## config.mk

```make
export PLATFORM = sky130hd
export DESIGN_NAME = alu_issue_stage
export DESIGN_NICKNAME = d
export VERILOG_FILES = /design/src/rtl/alu_issue_stage.sv
export SDC_FILE = /design/constraint.sdc
export NUM_CORES = 1
export LEC_CHECK = 0
export ABC_AREA = 1
export BUFFER_PORTS_ARGS = -buffer_cell sky130_fd_sc_hd__buf_2
export CAP_MARGIN = 20
export CORE_ASPECT_RATIO = 0.9
export CORE_MARGIN = 2
export CORE_UTILIZATION = 49
export DETAILED_ROUTE_END_ITERATION = 8
export PLACE_DENSITY_LB_ADDON = 0.05
export SETUP_SLACK_MARGIN = 0.3
export SLEW_MARGIN = 20
export SYNTH_ARGS = -nofsm -noshare
export SYNTH_HDL_FRONTEND = slang
export SYNTH_SLANG_ARGS = --single-unit
```

## constraint.sdc

```tcl
create_clock -name clk_i -period 1.9 [get_ports clk_i]
set_input_delay 0.19 -clock clk_i [delete_from_list [all_inputs] [get_ports clk_i]]
set_output_delay 0.19 -clock clk_i [all_outputs]
set_load 0.005 [all_outputs]
```

## src/rtl/alu_issue_stage.sv

```systemverilog
// alu_issue_stage: ID/EX issue stage in front of a combinational ALU.
//
// Decodes ALUOp/funct into a 3-bit ALU control code. On accept it registers
// the operands, destination and RegWrite, and presents them to EX. A mul
// occupies EX for MUL_LAT cycles and holds busy_o high meanwhile.
//
// Optional feature macro: ALU_CTRL_CHECK_EN. When it is defined, an illegal
// R-type funct still flows through, but as an add with RegWrite suppressed,
// and it sets the sticky illegal_o flag. When it is undefined, an illegal
// funct decodes as add with RegWrite passed through, and illegal_o is 0.
//
// Ports:
//   clk_i, rst_n_i             clock (rising edge), async active-low reset
//   valid_i                    ID presents an instruction
//   ALUOp_i, funct_i           ALU operation selection
//   ALUSrc_i                   1: second operand is imm_i, 0: RTdata_i
//   RSdata_i, RTdata_i, imm_i  operand sources
//   RDaddr_i, RegWrite_i       destination and write-back enable
//   stall_i                    downstream cannot take the EX result
//   flush_i                    kill the incoming and resident instruction
//   ALUCtrl_o                  000 and, 001 or, 010 add, 011 sub, 100 mul
//   data1_o, data2_o           registered operands
//   RDaddr_o, RegWrite_o       registered destination, gated write enable
//   ex_valid_o                 EX holds a completed instruction
//   busy_o                     stage cannot accept valid_i this cycle
//   illegal_o                  sticky illegal-funct flag
module alu_issue_stage #(
    parameter int unsigned MUL_LAT = 4,
    parameter int unsigned CNT_W   = 4
) (
    input  logic        clk_i,
    input  logic        rst_n_i,
    input  logic        valid_i,
    input  logic [1:0]  ALUOp_i,
    input  logic [5:0]  funct_i,
    input  logic        ALUSrc_i,
    input  logic [31:0] RSdata_i,
    input  logic [31:0] RTdata_i,
    input  logic [31:0] imm_i,
    input  logic [4:0]  RDaddr_i,
    input  logic        RegWrite_i,
    input  logic        stall_i,
    input  logic        flush_i,
    output logic [2:0]  ALUCtrl_o,
    output logic [31:0] data1_o,
    output logic [31:0] data2_o,
    output logic [4:0]  RDaddr_o,
    output logic        RegWrite_o,
    output logic        ex_valid_o,
    output logic        busy_o,
    output logic        illegal_o
);

    typedef enum logic [1:0] {
        StEmpty = 2'b00,
        StMul   = 2'b01,
        StValid = 2'b10
    } state_e;

    localparam logic [2:0] CtrlAnd = 3'b000;
    localparam logic [2:0] CtrlOr  = 3'b001;
    localparam logic [2:0] CtrlAdd = 3'b010;
    localparam logic [2:0] CtrlSub = 3'b011;
    localparam logic [2:0] CtrlMul = 3'b100;

    state_e           state_q, state_d;
    logic [CNT_W-1:0] cnt_q, cnt_d;
    logic [2:0]       ctrl_q;
    logic [31:0]      data1_q, data2_q;
    logic [4:0]       rd_q;
    logic             regwrite_q;

    logic [2:0]       ctrl_dec;
    logic             illegal_dec;
    logic             is_mul;
    logic             accept;
    logic             regwrite_in;

    // ALU control decode
    always_comb begin
        ctrl_dec    = CtrlAdd;
        illegal_dec = 1'b0;
        unique case (ALUOp_i)
            2'b00: ctrl_dec = CtrlAdd;
            2'b01: ctrl_dec = CtrlSub;
            2'b11: ctrl_dec = CtrlOr;
            2'b10: begin
                case (funct_i)
                    6'b100100: ctrl_dec = CtrlAnd;
                    6'b100101: ctrl_dec = CtrlOr;
                    6'b100000: ctrl_dec = CtrlAdd;
                    6'b100010: ctrl_dec = CtrlSub;
                    6'b011000: ctrl_dec = CtrlMul;
                    default: begin
                        ctrl_dec    = CtrlAdd;
                        illegal_dec = 1'b1;
                    end
                endcase
            end
            default: ctrl_dec = CtrlAdd;
        endcase
    end

    assign is_mul     = (ctrl_dec == CtrlMul);
    assign ex_valid_o = (state_q == StValid);
    assign busy_o     = (state_q == StMul) | ((state_q == StValid) & stall_i);
    assign accept     = valid_i & ~busy_o & ~flush_i;

`ifdef ALU_CTRL_CHECK_EN
    logic illegal_q;

    assign regwrite_in = RegWrite_i & ~illegal_dec;
    assign illegal_o   = illegal_q;

    always_ff @(posedge clk_i or negedge rst_n_i) begin
        if (!rst_n_i) begin
            illegal_q <= 1'b0;
        end else if (accept && illegal_dec) begin
            illegal_q <= 1'b1;
        end
    end
`else
    logic unused_illegal;

    assign unused_illegal = illegal_dec;
    assign regwrite_in    = RegWrite_i;
    assign illegal_o      = 1'b0;
`endif

    // Next-state logic. Flush overrides everything; a stalled VALID holds.
    always_comb begin
        state_d = state_q;
        cnt_d   = cnt_q;
        if (flush_i) begin
            state_d = StEmpty;
            cnt_d   = '0;
        end else begin
            unique case (state_q)
                StMul: begin
                    // Counts regardless of stall; the resulting VALID honours it.
                    cnt_d = cnt_q - CNT_W'(1);
                    if (cnt_q == CNT_W'(1)) begin
                        state_d = StValid;
                    end
                end
                StEmpty, StValid: begin
                    if (!((state_q == StValid) && stall_i)) begin
                        if (accept) begin
                            if (is_mul && (MUL_LAT > 1)) begin
                                state_d = StMul;
                                cnt_d   = CNT_W'(MUL_LAT - 1);
                            end else begin
                                state_d = StValid;
                            end
                        end else begin
                            state_d = StEmpty;
                        end
                    end
                end
                default: state_d = StEmpty;
            endcase
        end
    end

    always_ff @(posedge clk_i or negedge rst_n_i) begin
        if (!rst_n_i) begin
            state_q <= StEmpty;
            cnt_q   <= '0;
        end else begin
            state_q <= state_d;
            cnt_q   <= cnt_d;
        end
    end

    // Payload registers only change on accept, so a stall holds them stable.
    always_ff @(posedge clk_i or negedge rst_n_i) begin
        if (!rst_n_i) begin
            ctrl_q     <= 3'b000;
            data1_q    <= '0;
            data2_q    <= '0;
            rd_q       <= '0;
            regwrite_q <= 1'b0;
        end else if (accept) begin
            ctrl_q     <= ctrl_dec;
            data1_q    <= RSdata_i;
            data2_q    <= ALUSrc_i ? imm_i : RTdata_i;
            rd_q       <= RDaddr_i;
            regwrite_q <= regwrite_in;
        end
    end

    assign ALUCtrl_o  = ctrl_q;
    assign data1_o    = data1_q;
    assign data2_o    = data2_q;
    assign RDaddr_o   = rd_q;
    // A flushed or drained slot never requests write-back.
    assign RegWrite_o = regwrite_q & ex_valid_o;

endmodule
```

==> results_dict.tcl, run 1 <==
set metrics [dict create \
    gp_congestion 0.805 \
    fp.coreArea_mm2 0.00747 \
    post-route-min-period_ns 1.41 \
    post-dp-hpwl_um 6820 \
    ys_seq_elements 79 \
    synth_edf_count 0 \
    skew_ns 0.0116 \
    fp-row-count 30 \
    drc 0 \
    area_growth_pct 32.0 \
    synth_top_family_by_area "simple AND/OR/NAND/NOR gates" \
    synthCells 432 \
    tns_ns 0 \
    htree_num_levels 3 \
    cp-start-kind "flip-flop" \
    synth-xor-area-share_pct 0 \
    netlist_top_cells_count "nand2_1, dfrtp_1, mux2_2, inv_1, nor2_1" \
    drv_slew 0 \
    critical_path_class "flip-flop to flip-flop" \
    start_util_pct 49.8 \
    synthFlopType "dfrtp_1" \
    synth_compound_area_share_pct 1.75 \
    finalHoldViolCount 0 \
    wl_um 9360 \
    die_x_um 95.9 \
    fillers 667 \
    yosysMostFrequentCell "nand2_1" \
    vias 3410 \
    clock_latency_ns 0.34 \
    viasPerCell 4.74 \
    maxCapViolCount 0 \
    port-buffer-count 190 \
    nNetsFinal 737 \
    antenna_found_initial 0 \
    crit_path_max_fanout 29 \
    worstSetupEndpointType "flip-flop" \
    power.total_w 0.00416 \
    cts_max_path_buffers 2 \
    synth-seq-area-share_pct 53.1 \
    cts-root-buf "clkbuf_8" \
    grt_pass1_wl_um 14800 \
    antenna_cells 0 \
    clk_pin_slew_worst_paths_ns 0.08 \
    grt_usage_pct 22.9 \
    setup_viol 0 \
    synth_mux_area_share_pct 9.68 \
    powerDensity_mw_per_mm2 846 \
    yosysWarnings 0 \
    synthSimpleGateAreaFrac_pct 28.1 \
    required_ns 2.12 \
    final_area_mm2 0.00491 \
    synth-adder-area-share_pct 0.672 \
    power_leakage_nw 2.88 \
    outcome "completed" \
    antenna_left 0 \
    final_layout_size_suffix_gt1_share_pct 40.1 \
    synthArstFlopShare_pct 100 \
    area.sequential_mm2 0.00198 \
    vdd_drop_max_mv 0.416 \
    rsz0062_at_grt "no" \
    syn_nets 550 \
    cts_tree "done" \
    ios 192 \
    hold_path.class "primary input to flip-flop" \
    place_area_mm2 0.00471 \
    arrival_ns 1.64 \
    synthDistinctLibCells 22 \
    avgSynthCellArea_um2 8.61 \
    synth_area_leaders "dfrtp_1, nand2_1, mux2_2, buf_6, buf_4" \
    slew_headroom_pct 65.5 \
    cts_sinks 79 \
    drt_iter0_markers 90 \
    overflow 0 \
    fp.dieArea_mm2 0.00831 \
    fmax_mhz 708 \
    post_drt_wl_per_cell_um 13.0 \
    grt_pass1_vias 3228 \
    synth_top_cell_by_area "dfrtp_1" \
    grt_max_degree 48 \
    die_h_um 86.7 \
    tightest_slew_ns 0.517 \
    cts_made_buffers 9 \
    synth_top_area_share_pct 53.1 \
    multi_input_area_mm2 0.00151 \
    syn_area_mm2 0.00372 \
    min_period_over_period_pct 74.4 \
    firstDrtPassIters 4 \
]
cell usage in the layout, fill, tap and decap left out, types with 2 or more instances in the layout:
cell type	Yosys	layout
nor2_1	14	14
mux2_2	32	32
inv_2	3	3
buf_4	9	3
ha_1	2	2
clkinv_2	0	2
dfrtp_1	79	78
a21oi_1	6	6
inv_1	15	15
clkbuf_8	0	9
o21ai_0	4	4
nand2_1	236	236
nand3_1	12	12
buf_2	3	189
buf_12	0	3
clkinvlp_4	0	3
power by group:
group          internal, W  total [W]  switching (W)
combinational     0.000442   0.000897       0.000456
sequential         0.00193    0.00206       0.000133
clock             0.000595    0.00119       0.000600
total              0.00297    0.00416        0.00119
metrics by stage:
stage	utilization (%)	setup WS, ns	hold WS, ns	std cells
CTS	65.7	0.419	0.0229	719
detailed placement	63.0	0.432	0.198	703
global route	65.7	0.331	0.0349	719
finish	65.7	0.487	0.0367	719
floorplan	-	0.682	-0.106	432
global placement	63.0	0.489	0.200	703
critical path: stages, from the launching register on:
cell	delay, ns
dfrtp_2	0.47
inv_2	0.11
nand3_4	0.10
nand4_4	0.10
buf_4	0.31
nand2_1	0.08
a21boi_1	0.13
cell families (layout without fill, tap and decap cells):
group	Yosys count	in the layout
AND/OR/NAND/NOR	267	267
flip-flops	79	79
buffers and inverters	39	230
multiplexers	32	32
AO/OA/AOI/OAI	12	12
adder cells (fa/ha/maj)	2	2
other	1	1
metal layers:
metal | vias up | routed length, um | global-route usage (%)
li1 | 1706 | - | -
met1 | 1555 | 3960 | 29.9
met2 | 137 | 4520 | 37.8
met3 | 12 | 747 | 4.96
met4 | 0 | 131 | 7.79
met5 | - | 0 | 0
area by class of cell:
cell class | count | share of cell area [%]
sequential | 79 | 40.3
multi-input combinational | 314 | 30.7
timing repair buffer | 197 | 21.4
clock buffer | 9 | 2.52
tap | 96 | 2.45
inverter | 18 | 1.38
clock inverter | 6 | 1.27
sequential cells by signal (all words and copies together) (netlist names):
name / count
ALUCtrl_o: 3
cnt_q: 4
state_q: 2
data1_o: 32
regwrite_q: 1
data2_o: 32
RDaddr_o: 5
path summary, 6_finish.rpt:
kind	to	start	slack, ns	cells after the start
setup / recovery	ALUCtrl_o[0]	state_q[0]	0.49	6
hold / removal	data1_o[13]	RSdata_i[13]	0.04	3
setup reg to reg	ALUCtrl_o[0]	state_q[0]	0.49	6
hold reg to reg	data2_o[17]	data2_o[17]	0.48	2
max in group asynchronous	data1_o[27]	rst_n_i	0.92	3
min in group asynchronous	cnt_q[2]	rst_n_i	0.38	2
repair_timing:
action,4_1_cts,5_1_grt
resized for setup,0,2
setup endpoints to repair,0,7
hold endpoints to repair,38,0
setup buffers,0,0
hold buffers,1,0
Power figures use the tool's default switching activity.
==> inputs of run 2 (changes only) <==
--- a/config.mk
+++ b/config.mk
@@ -10,7 +10,7 @@
 export CAP_MARGIN = 20
 export CORE_ASPECT_RATIO = 0.9
 export CORE_MARGIN = 2
-export CORE_UTILIZATION = 49
+export CORE_UTILIZATION = 46
 export DETAILED_ROUTE_END_ITERATION = 8
 export PLACE_DENSITY_LB_ADDON = 0.05
 export SETUP_SLACK_MARGIN = 0.3
==> constraint.sdc (replaced) <==
create_clock -name clk_i -period 1.3 [get_ports clk_i]
set_input_delay 0.13 -clock clk_i [delete_from_list [all_inputs] [get_ports clk_i]]
set_output_delay 0.13 -clock clk_i [all_outputs]
set_load 0.005 [all_outputs]
==> results_dict.tcl, run 2 (synthesized netlist as in run 1, its figures left out) <==
set metrics [dict create \
    outcome "finished, violations left" \
    violations "negative setup slack" \
    vias 3921 \
    cp_cell_sequence "inv_4, nand3_4, nand4_4, buf_8, buf_12, nand2_2, a21boi_2" \
    die_h_um 89.3 \
    grt.busiest_layer "met2" \
    use_met2_pct 43.6 \
    final_cell_mix "buf_2, nand2_1, dfrtp_1" \
    rrSetupSlack_ns -0.1 \
    reg2reg_depth 7 \
    post-route-min-period_ns 1.40 \
    holdCritStartpoint "RegWrite_i" \
    required_ns 1.52 \
    clk_pin_slew_worst_paths_ns 0.08 \
    place_worst_setup_slack_ns -0.0918 \
    drt_iter0_markers 129 \
    drv_slew 0 \
    post_drt_wl_per_cell_um 15.0 \
    drc 0 \
    critical_path_class "flip-flop to flip-flop" \
    gp_congestion 0.839 \
    cp-start-kind "flip-flop" \
    grt_pass1_vias 3584 \
    cts_made_buffers 9 \
    layout_commonest_cell "buf_2" \
    holdPathEnd "regwrite_q" \
    cp_num_buf_inv 3 \
    firstDrtPassIters 4 \
    cp_top_family "flip-flops" \
    tns_ns -2.85 \
    r2r-end "ALUCtrl_o[0]" \
    crit_path_max_fanout 8 \
    final_layout_size_suffix_gt1_share_pct 57.0 \
    start_util_pct 46.8 \
    area_growth_pct 74.8 \
    grt_usage_pct 24.5 \
    finalHoldViolCount 0 \
    fp.coreArea_mm2 0.00795 \
    worstSetupEndpointType "flip-flop" \
    setup_viol 77 \
    grt_pass1_wl_um 17000 \
    vdd_drop_max_mv 0.811 \
    gr-usage-met1_pct 29.2 \
    grt_max_degree 80 \
    antenna_found_initial 0 \
    antenna_left 0 \
    port-buffer-count 190 \
    hold_path.class "primary input to flip-flop" \
    antenna_cells 0 \
    hold_depth 3 \
    cts_sinks 79 \
    clock_latency_ns 0.34 \
    crit_path_top_delay_cell "dfrtp_2" \
    skew_ns 0.0104 \
    power_leakage_nw 3.60 \
    r2r-start "state_q[0]" \
    maxCapViolCount 0 \
    ios 192 \
    arrival_ns 1.62 \
    wl_um 12400 \
    instances_no_fill 829 \
    grt_use_met3_pct 5.55 \
    cts-root-buf "clkbuf_8" \
    overflow 0 \
    viasPerCell 4.73 \
    fmax_mhz 716 \
    cts_max_path_buffers 2 \
    htree_num_levels 3 \
    post-dp-hpwl_um 6810 \
    min_period_over_period_pct 107 \
    fp.dieArea_mm2 0.00883 \
    powerDensity_mw_per_mm2 1080 \
    cpPeakStageDelay_ns 0.47 \
    placed_cells 713 \
    cts_tree "done" \
    fp-row-count 31 \
    timing.final.ws_setup_ns -0.0973 \
    die_x_um 98.8 \
    nNetsFinal 843 \
    rsz0062_at_grt "yes" \
]
[run 2: changes by cell type in the layout (fill, tap and decap cells not counted), sizes merged]
cell	previous run	this run
buf	196	261
clkbuf	9	14
clkinv	2	3
clkinvlp	3	1
dlygate4sd3	1	38
inv	18	19
[run 2: area by class of cell]
| cell class | instances | area, um2 |
|---|---|---|
| Sequential cell | 79 | 1980 |
| Tap cell | 99 | 124 |
| Multi-Input combinational cell | 314 | 1890 |
| Clock inverter | 6 | 68.8 |
| Inverter | 18 | 75.1 |
| Clock buffer | 10 | 128 |
| Fill cell | 472 | 1450 |
| Timing Repair Buffer | 303 | 2240 |
[run 2: how the worst max path moves through the flow]
stage	from	endpoint	cells past startpoint
floorplan	state_q[0]	ALUCtrl_o[2]	7
global placement	state_q[0]	data2_o[24]	7
detailed placement	state_q[0]	data1_o[17]	7
CTS	state_q[0]	busy_o	5
global route	state_q[1]	cnt_q[3]	9
finish	state_q[0]	ALUCtrl_o[0]	7
[run 2: per-stage QoR]
step	hold slack, ns	power [W]	cell area, um2	util (%)
after global routing	0.0206	0.00746	6510	81.8
after floorplan	-0.166	0.00367	3750	-
after detailed placement	0.185	0.00441	4820	60.6
after global placement	0.188	0.00438	4820	60.6
after CTS	0.0182	0.00656	5860	73.6
final	0.0223	0.00706	6510	81.8
[run 2: metal layers]
| metal | wire, um | share of wire [%] |
|---|---|---|
| met1 | 5060 | 41 |
| met2 | 6330 | 51 |
| met3 | 777 | 6.3 |
| met4 | 248 | 2.0 |
| met5 | 0 | 0 |
[run 2: tightest hold or removal path: cells and delay by family]
| kind | cells | cell delay (ns) |
|---|---|---|
| AO/OA/AOI/OAI | 1 | 0.05 |
| buffers and inverters | 1 | 0.10 |
| AND/OR/NAND/NOR | 1 | 0.05 |
[run 2: power breakdown]
| group | switching [W] | internal (W) |
|---|---|---|
| registers | 0.000236 | 0.00282 |
| logic | 0.000965 | 0.00122 |
| clock network | 0.000917 | 0.000899 |
| total | 0.00212 | 0.00494 |
[run 2: timing repair]
| item | 4_1_cts | 5_1_grt |
|---|---|---|
| pin swaps | 24 | 34 |
| hold buffers | 38 | 0 |
| setup endpoints to repair | 106 | 154 |
| gates cloned | 7 | 5 |
| resized for setup | 63 | 84 |
| buffers inserted | 15 | 35 |
| hold endpoints to repair | 116 | 0 |
==> inputs of run 3 (changes only) <==
--- a/config.mk
+++ b/config.mk
@@ -5,12 +5,11 @@
 export SDC_FILE = /design/constraint.sdc
 export NUM_CORES = 1
 export LEC_CHECK = 0
-export ABC_AREA = 1
 export BUFFER_PORTS_ARGS = -buffer_cell sky130_fd_sc_hd__buf_2
 export CAP_MARGIN = 20
 export CORE_ASPECT_RATIO = 0.9
 export CORE_MARGIN = 2
-export CORE_UTILIZATION = 46
+export CORE_UTILIZATION = 44
 export DETAILED_ROUTE_END_ITERATION = 8
 export PLACE_DENSITY_LB_ADDON = 0.05
 export SETUP_SLACK_MARGIN = 0.3
==> results_dict.tcl, run 3 <==
set metrics [dict create \
    placed_cells 574 \
    start_util_pct 45.7 \
    synthArstFlopShare_pct 100 \
    outcome "finished, violations left" \
    hold_depth 2 \
    timing.final.ws_setup_ns -0.267 \
    drv_slew 0 \
    r2r-start "state_q[1]" \
    skew_ns 0.0101 \
    yosysMostFrequentCell "dfrtp_1" \
    antenna_left 0 \
    critical_path_class "flip-flop to flip-flop" \
    maxCapViolCount 0 \
    worstSetupEndpointType "flip-flop" \
    gp_congestion 0.832 \
    fp.coreArea_mm2 0.00762 \
    fillers 525 \
    hold-worst-slack_ns 0.00558 \
    cts_tree "done" \
    yosysWarnings 0 \
    final_cell_mix "buf_2, dfrtp_1, buf_4" \
    vdd_drop_max_mv 0.833 \
    power_leakage_nw 3.16 \
    clk_pin_slew_worst_paths_ns 0.09 \
    die_h_um 88.4 \
    grt_pass1_vias 2898 \
    synth_top_area_share_pct 56.8 \
    layout_commonest_cell "buf_2" \
    grt_usage_pct 20.1 \
    cp-start-kind "flip-flop" \
    netlist_top_cells_count "dfrtp_1, mux2_2, nand2_1, o21ai_0, mux2i_1" \
    synth-seq-area-share_pct 56.8 \
    rrSetupSlack_ns -0.27 \
    synth_edf_count 0 \
    firstDrtPassIters 4 \
    r2r-end "data1_o[26]" \
    viasPerCell 4.92 \
    area_growth_pct 69.7 \
    powerDensity_mw_per_mm2 1180 \
    place_worst_setup_slack_ns -0.261 \
    synth_area_leaders "dfrtp_1, mux2_2, mux2i_1, o21ai_0, nand2_1" \
    fmax_mhz 638 \
    grt_use_met3_pct 6.08 \
    violations "negative setup slack" \
    crit_path_max_fanout 6 \
    antenna_cells 0 \
    holdCritStartpoint "RSdata_i[27]" \
    cts-root-buf "clkbuf_8" \
    antenna_found_initial 0 \
    tns_ns -16.89 \
    synthDistinctLibCells 38 \
    cts_made_buffers 9 \
    htree_num_levels 3 \
    rsz0062_at_grt "yes" \
    die_x_um 97.7 \
    cts_max_path_buffers 2 \
    clock_latency_ns 0.36 \
    setup_viol 80 \
    synthCells 289 \
    drt_iter0_markers 100 \
    fp.dieArea_mm2 0.00864 \
    utilization_pct 77.5 \
    finalHoldViolCount 0 \
    synthFlopType "dfrtp_1" \
    avgSynthCellArea_um2 12.0 \
    post-route-min-period_ns 1.57 \
    ios 192 \
    port-buffer-count 190 \
    grt.busiest_layer "met2" \
    instances_no_fill 664 \
    post_drt_wl_per_cell_um 16.3 \
    grt_max_degree 80 \
    synth_top_cell_by_area "dfrtp_1" \
    fp-row-count 30 \
    final_layout_size_suffix_gt1_share_pct 58.6 \
    syn_area_mm2 0.00348 \
    required_ns 1.53 \
    reg2reg_depth 5 \
    overflow 0 \
    arrival_ns 1.80 \
    hold_path.class "primary input to flip-flop" \
    vias 3268 \
    drc 0 \
    cts_sinks 79 \
    ys_seq_elements 79 \
    min_period_over_period_pct 121 \
    grt_pass1_wl_um 13700 \
    wl_um 10800 \
    syn_nets 407 \
    use_met2_pct 33.7 \
    nNetsFinal 682 \
    post-dp-hpwl_um 6090 \
    gr-usage-met1_pct 25.3 \
    holdPathEnd "data1_o[27]" \
]
[run 3: logic make-up (layout without fill, tap and decap cells)]
logic type                 count (synthesis)  after routing  share of synthesized area [%]
AOI/OAI and AO/OA                         49             49                           8.41
adders and majority gates                  2              2                          0.719
buffers and inverters                     23            302                           3.27
DFF                                       79             79                           56.8
muxes                                     71             71                           21.8
other                                      1              1                          0.108
and+or+nand+nor                           64             64                           8.88
[run 3: layout make-up]
class | count | area [um2] | area share, %
clock inverter | 3 | 68.8 | 1.17
timing repair buffer | 282 | 1960 | 33.2
multi-input combinational | 187 | 1620 | 27.5
tap | 96 | 120 | 2.03
clock buffer | 12 | 135 | 2.29
inverter | 5 | 18.8 | 0.318
sequential | 79 | 1980 | 33.5
[run 3: worst max-delay path by stage]
stage	startpoint	end	slack, ns	depth (start not counted)
after floorplan	state_q[0]	RDaddr_o[0]	-0.12	4
after global placement	state_q[1]	RDaddr_o[1]	-0.19	4
after detailed placement	state_q[1]	data1_o[9]	-0.26	4
after CTS	state_q[0]	data1_o[9]	-0.22	4
after global routing	state_q[1]	data1_o[26]	-0.31	5
final	state_q[1]	data1_o[26]	-0.27	5
[run 3: timing repair]
item                                   4_1_cts  5_1_grt
buffers inserted                            12       29
hold buffers                                23        2
setup endpoints to repair                  121      152
endpoints found under the hold margin      101        2
resized for setup                           23       70
pin swaps                                    5        6
gates cloned                                 1        8
[run 3: where the power goes]
group	internal [W]	switching, W
Combinational	0.00118	0.000754
Sequential	0.00285	0.000199
Clock	0.00108	0.000876
[run 3: through the flow]
step | power [W] | cell area (um2)
after floorplan | 0.00364 | 3510
after global placement | 0.00437 | 4650
after detailed placement | 0.00440 | 4650
after CTS | 0.00648 | 5280
after global routing | 0.00730 | 5900
final | 0.00694 | 5900
[run 3: worst max-delay path, stage by stage (launching register included)]
cell,delay (ns)
dfrtp_1,0.40
nand2_2,0.10
o2111ai_4,0.31
buf_12,0.19
clkbuf_16,0.16
mux2_4,0.29
[run 3: layer usage]
metal	vias to the layer above	wire (um)	share of wire (%)
li1	1568	-	-
met1	1552	4400	41
met2	137	5620	52
met3	11	703	6.5
met4	0	128	1.2
met5	-	0	0
